===== src/rtl/alu_operand_stage.sv =====
// Operand fetch/issue stage ahead of the ALU: 32-entry register file, operand select, ALU input register.
// Build option ALU_FWD_EN: forward alu_result into operands instead of interlocking on RAW hazards.
module alu_operand_stage #(
  parameter int unsigned NREGS = 32,
  parameter int unsigned AW    = 5,
  parameter int unsigned DW    = 32
) (
  input  logic          clk,
  input  logic          rst_n,
  input  logic          in_valid,
  output logic          in_ready,
  input  logic [AW-1:0] in_rs,
  input  logic [AW-1:0] in_rt,
  input  logic [AW-1:0] in_rd,
  input  logic          in_rd_we,
  input  logic          in_use_imm,
  input  logic [DW-1:0] in_imm,
  input  logic [3:0]    in_func,
  output logic          out_valid,
  input  logic          out_ready,
  output logic [DW-1:0] read_data1,
  output logic [DW-1:0] read_data2,
  output logic [3:0]    func,
  output logic [AW-1:0] out_rd,
  output logic          out_rd_we,
  input  logic [DW-1:0] alu_result,
  input  logic          wb_en,
  input  logic [AW-1:0] wb_addr,
  input  logic [DW-1:0] wb_data
);

  localparam int unsigned FW = 4;

  logic [DW-1:0] r_rf [NREGS];

  logic          r_out_valid;
  logic [DW-1:0] r_rd1;
  logic [DW-1:0] r_rd2;
  logic [FW-1:0] r_func;
  logic [AW-1:0] r_rd;
  logic          r_rd_we;

  logic          w_hazard;
  logic          w_accept;
  logic [DW-1:0] w_op1;
  logic [DW-1:0] w_op2;

`ifdef ALU_FWD_EN
  logic          w_fwd_ok;

  // The held instruction's result is visible combinationally, so a dependent read never stalls.
  assign w_fwd_ok = r_out_valid && r_rd_we;
  assign w_hazard = 1'b0;
`else
  logic          w_unused;

  // Without a forward path, wait until the producer leaves; its writeback then lands via the bypass.
  assign w_unused = ^alu_result;
  assign w_hazard = r_out_valid && r_rd_we && (r_rd != '0) &&
                    ((r_rd == in_rs) || (!in_use_imm && (r_rd == in_rt)));
`endif

  assign in_ready = (!r_out_valid || out_ready) && !w_hazard;
  assign w_accept = in_valid && in_ready;

  // Operand 1: zero register, then forward, then writeback bypass, then register file.
  always_comb begin
    w_op1 = r_rf[in_rs];
    if (in_rs == '0) begin
      w_op1 = '0;
    end
`ifdef ALU_FWD_EN
    else if (w_fwd_ok && (r_rd == in_rs)) begin
      w_op1 = alu_result;
    end
`endif
    else if (wb_en && (wb_addr == in_rs)) begin
      w_op1 = wb_data;
    end
  end

  // Operand 2: immediate overrides rt; otherwise same priority as operand 1.
  always_comb begin
    w_op2 = r_rf[in_rt];
    if (in_use_imm) begin
      w_op2 = in_imm;
    end else if (in_rt == '0) begin
      w_op2 = '0;
    end
`ifdef ALU_FWD_EN
    else if (w_fwd_ok && (r_rd == in_rt)) begin
      w_op2 = alu_result;
    end
`endif
    else if (wb_en && (wb_addr == in_rt)) begin
      w_op2 = wb_data;
    end
  end

  // Register file; r0 is never written.
  always_ff @(posedge clk or negedge rst_n) begin
    if (!rst_n) begin
      for (int unsigned i = 0; i < NREGS; i++) begin
        r_rf[i] <= '0;
      end
    end else if (wb_en && (wb_addr != '0)) begin
      r_rf[wb_addr] <= wb_data;
    end
  end

  // ALU input register; payload is held once consumed until the next accept.
  always_ff @(posedge clk or negedge rst_n) begin
    if (!rst_n) begin
      r_out_valid <= 1'b0;
      r_rd1       <= '0;
      r_rd2       <= '0;
      r_func      <= '0;
      r_rd        <= '0;
      r_rd_we     <= 1'b0;
    end else if (w_accept) begin
      r_out_valid <= 1'b1;
      r_rd1       <= w_op1;
      r_rd2       <= w_op2;
      r_func      <= in_func;
      r_rd        <= in_rd;
      r_rd_we     <= in_rd_we;
    end else if (r_out_valid && out_ready) begin
      r_out_valid <= 1'b0;
    end
  end

  assign out_valid  = r_out_valid;
  assign read_data1 = r_rd1;
  assign read_data2 = r_rd2;
  assign func       = r_func;
  assign out_rd     = r_rd;
  assign out_rd_we  = r_rd_we;

endmodule


===== config.mk =====
export PLATFORM = sky130hd
export DESIGN_NAME = alu_operand_stage
export DESIGN_NICKNAME = d
export VERILOG_FILES = /design/src/rtl/alu_operand_stage.sv
export SDC_FILE = /design/constraint.sdc
export NUM_CORES = 2
export LEC_CHECK = 0
export CORE_MARGIN = 10
export CORE_UTILIZATION = 49
export DETAILED_ROUTE_END_ITERATION = 10
export PLACE_DENSITY = 0.66
export SYNTH_ARGS = -nofsm -noshare
export SYNTH_HDL_FRONTEND = slang
export SYNTH_SLANG_ARGS = --single-unit

===== constraint.sdc =====
create_clock -name clk -period 5.1 [get_ports clk]
set_input_delay 1.02 -clock clk [delete_from_list [all_inputs] [get_ports clk]]
set_output_delay 1.02 -clock clk [all_outputs]
set_load 0.1 [all_outputs]

## Word-level counts from Yosys, hierarchy flattened

Cells that the tools add are included.

- Register bits: 1099
- Output and inout port bits: 76
- Word-level logic and storage cells: 86

- Order comparisons: 4
- Equality and inequality tests: 4
- Muxes and demuxes: 16
- Bitwise gates (word level): 3
- Reductions and logical operators: 21

Operators by type and width:

| cell | count |
|---|---|
| bitwise mux 1024 bit | 1 |
| binary-select mux 32 bit (select 5 bit) | 2 |
| two-way mux 32 bit | 10 |
| demux 32 bit (select 5 bit) | 1 |
| == test 5 bit | 4 |
| >= comparator 6 bit, second input constant | 3 |
| inverter 5 -> 6 bit | 3 |
| logical AND 1 bit | 11 |
| zero test 5 bit | 2 |
| nonzero test 5 bit | 2 |
| less-than comparator 6 x 1 -> 1 bit, second input constant | 1 |
| zero test 1 bit | 3 |
| logical OR 1 bit | 2 |
| two-way mux 1 bit | 2 |
| nonzero test 2 bit | 1 |

## Logic depth before layout (Yosys ltp)

- Word-level depth: 8
- Depth in mapped cells: 10
- Gate-level depth less buffers: 6

## Least setup slack after synthesis

No wires, ideal clock.

- Path kind: register to output
- Start point: reg r_rd[0] (netlist: out_rd[0])
- End point: out in_ready
- Data arrival time: 3.774 ns
- Data required time: 4.080 ns
- Setup slack: 0.306 ns
- Cell stages (with the launch flop): 4
- Buffers on the path: 0
- Cells stage by stage: dfrtp_1 or3_1 o311a_1 a21boi_0

- Longest elaborated chain between the ends: 6

Ends and longest elaborated chain:

| element | RTL line | source |
|---|---|---|
| start, declared | 40 | `logic [AW-1:0] r_rd;` |
| start signal, assigned | 125 | `r_rd <= in_rd;` |
| == test 5 bit | 60 | `((r_rd == in_rs) \|\| (!in_use_imm && (r_rd == in_rt)));` |
| logical AND 1 bit | 60 |  |
| logical OR 1 bit | 60 |  |
| logical AND 1 bit (*) | 59 | `assign w_hazard = r_out_valid && r_rd_we && (r_rd != '0) &&` |
| zero test 1 bit (*) | 63 | `assign in_ready = (!r_out_valid \|\| out_ready) && !w_hazard;` |
| logical AND 1 bit (*) | 63 |  |
| end, declared | 11 | `output logic in_ready,` |

Mark *: on every way between the ends. The rest lies on a longest branch, timed or not.

## Final worst setup path

- Start point: in in_rt[3]
- End point: out in_ready

- Longest elaborated chain between the ends: 6

Ends and longest elaborated chain:

| element | RTL line | source |
|---|---|---|
| start, declared | 13 | `input logic [AW-1:0] in_rt,` |
| == test 5 bit | 60 |  |
| logical AND 1 bit | 60 |  |
| logical OR 1 bit | 60 |  |
| logical AND 1 bit | 59 |  |
| zero test 1 bit | 63 |  |
| logical AND 1 bit | 63 |  |

Every way passes these cells.

==> qor.yml <==
detailed_routing:
  viasPerCell: 6.76
  drt_first_pass_iters: 5
  ant_nets: 0
  drt_wl_total_um: 182000
  num_vias: 36600
  drcViolationCount: 0
  drtIter0Drc: 3859
  wire_per_inst_um: 33.6
power:
  seqPwrFrac: 0.425
  leakage_nw: 28.0
  switching_share: 0.298
  clkPwrFrac: 0.337
  switchingPower_mw: 8.22
  peakVddDrop_mv: 0.358
  total_power_mw: 27.6
  powerDensity_mw_per_mm2: 419
  power_frac_comb: 0.239
  p_int_mw: 19.4
timing:
  finalHoldViolations: 0
  min_period_ns: 4.10
  worst_pin_slew_ns: 1.24
  grt_setup_unrepaired: "false"
  slew_viol_final: 0
  fin_tns_setup_ns: 0
  skew_ns: 0.0288
  fin_crit_sh: 0.803
  setup_violations: 0
  fmax_mhz: 244
  max_slew_margin: 0.169
worst_setup_path:
  crit_type: "in2out"
  start_kind: "primary input"
  worstPathArrival_ns: 3.08
  path_delay_family: "buffers and inverters"
  path_cells: "clkdlybuf4s50_1, xnor2_1, nand4_1, o32ai_1, a21boi_0, buf_12"
  cp_num_buf_inv: 2
  cp.required_ns: 4.08
  critPathCaptureType: "output port"
  crit_slowest_cell: "clkdlybuf4s50_1"
  path_max_fanout: 4
  critPathMaxStageDelay_ns: 0.65
placed_design:
  place_inst: 5175
  globalplace.congestion: 0.791
  hpwlAfterDp_um: 107000
  portBuffers: 170
cts:
  clk_latency_ns: 0.74
  cts-resized-gates: 0
  cts_sinks: 1099
  root_buffer: "clkbuf_16"
  cts_buffers: 130
  clkTransAtPathRegs_ns: 0.05
  ctsHoldBuffers: 0
  cts_tree: "yes"
  cts_max_path_buffers: 3
  postCtsSetupRepairBufs: 0
  h-tree-depth: 4
yosys:
  synth_mux_area_frac: 0.435
  synth_top_family_by_area: "multiplexers"
  syn_nets: 3881
  synth_xor_area_frac: 0.00302
  syn_inst: 3754
  synth_warnings: 0
  synth_fa_ha_area_frac: 0
  syn_area_per_cell_sq_um: 15.4
  synth_compound_area_frac: 0.0329
  ys_ff_latch: 1099
  synth_cell_types: 46
  synth_edf_count: 0
  yosysSeqAreaShare: 0.475
  syn_area_sq_mm: 0.0579
  synth-simple-area-share: 0.0227
  async_flop_share: 1.00
  synth_ff_type: "dfrtp_1"
floorplanning:
  io_pins: 203
  die_w_um: 364
  die-area_sq_mm: 0.132
  fp-row-count: 126
  core_area_sq_mm: 0.118
  start_util: 0.492
  die_h_um: 364
layout:
  stdcell_count: 5407
  fill_cells: 9307
  multi_input_area_sq_mm: 0.0289
  drive_above_1_share: 0.529
  layout_commonest_cell: "dfrtp_1"
  ff_latch_area_sq_mm: 0.0275
  fin_nets: 3898
  syn_to_final_growth_pct: 13.6
  layout_common_cells: "dfrtp_1 (1099), mux2_2 (1066), mux4_2 (544)"
global_routing:
  antenna_found_initial: 15
  grt.total_usage: 0.275
  grt_overflow: 0
  grt_pass1_vias: 37700
  grt_max_degree: 131
  grt_pass1_wl_um: 269000
run:
  cap_violations: 0
hold_path:
  worstHoldPathType: "in2async"
run_status:
  status: "complete, no violations"
kinds of logic after synthesis:
group | Yosys count
flip-flops | 1099
buffers and inverters | 434
AO/OA/AOI/OAI | 233
XOR/XNOR | 20
AND/OR/NAND/NOR | 262
multiplexers | 1706
worst register-to-register path: cells and delay by family (launching register included):
family	cells	cell delay, ns
flip-flops	1	0.46
AO/OA/AOI/OAI	4	1.50
AND/OR/NAND/NOR	1	0.12
buffers and inverters	1	0.45
XOR/XNOR	1	0.19
through the flow:
stage / hold slack, ns / utilization / cell area (sq um) / worst slack (ns)
after floorplan: 0.441 / - / 57900 / 0.306
after global placement: 0.382 / 0.523 / 61500 / 0.884
after detailed placement: 0.384 / 0.523 / 61500 / 0.773
after CTS: 0.288 / 0.559 / 65800 / 0.995
after global routing: 0.303 / 0.559 / 65800 / 0.846
final: 0.295 / 0.559 / 65800 / 1.00
power by group through the flow:
stage / Combinational, mW / Clock, mW / Sequential (mW)
2_1_floorplan: 3.98 / 0 / 12.3
6_report: 6.58 / 9.29 / 11.7
3_5_place_dp: 6.57 / 0 / 11.8
4_1_cts: 6.60 / 9.42 / 11.7
5_1_grt: 6.95 / 9.78 / 11.9
3_3_place_gp: 6.47 / 0 / 11.7
area by class of cell:
cell class                      count  share of cell area
Multi-Input combinational cell   2221               0.439
Sequential cell                  1099               0.418
Clock buffer                      193              0.0596
Timing Repair Buffer              317              0.0495
Tap cell                         1536              0.0292
Clock inverter                     33             0.00479
Antenna cell                        6            0.000228
Inverter                            2            0.000114
registers in the layout (all words and copies together) (netlist names):
register	flops
func	4
out_rd	5
out_rd_we	1
out_valid	1
r_rf	1024
read_data1	32
read_data2	32
synth_stat cells, types with 7 or more instances:
master	count	area [sq um]
dfrtp_1	1099	27500
mux2_2	1066	12000
mux4_2	544	12300
clkbuf_1	262	983
mux2i_1	96	961
buf_2	92	460
buf_1	70	263
a211oi_1	64	480
o22ai_1	58	363
nand2_1	53	199
nor2_1	51	191
nand3_1	37	185
and2_1	34	213
nor2b_1	33	206
nor3_1	33	165
o211ai_1	32	240
o31ai_2	30	375
a221o_1	25	250
xnor2_1	11	96.3
xor2_1	9	78.8
o32ai_1	7	61.3
worst paths after layout:
kind / startpoint / to / slack [ns] / cells after the start
worst max-delay path: in_rt[3] / in_ready / 1.00 / 6
worst min-delay path: rst_n / r_rf[482]$_DFFE_PN0P_ / 0.30 / 1
worst max register to register: out_rd[4]$_DFFE_PN0P_ / read_data2[0]$_DFFE_PN0P_ / 2.25 / 7
worst min register to register: r_rf[1016]$_DFFE_PN0P_ / r_rf[1016]$_DFFE_PN0P_ / 0.39 / 0
max in group asynchronous: rst_n / r_rf[959]$_DFFE_PN0P_ / 3.53 / 2
min in group clk: r_rf[1016]$_DFFE_PN0P_ / r_rf[1016]$_DFFE_PN0P_ / 0.39 / 0
per-layer routing:
| metal | track usage | share of wire |
|---|---|---|
| met5 | 0 | 0.00064 |
| met4 | 0.0682 | 0.022 |
| met3 | 0.0690 | 0.083 |
| met2 | 0.414 | 0.46 |
| met1 | 0.400 | 0.44 |
(Power assumes the default switching activity.)
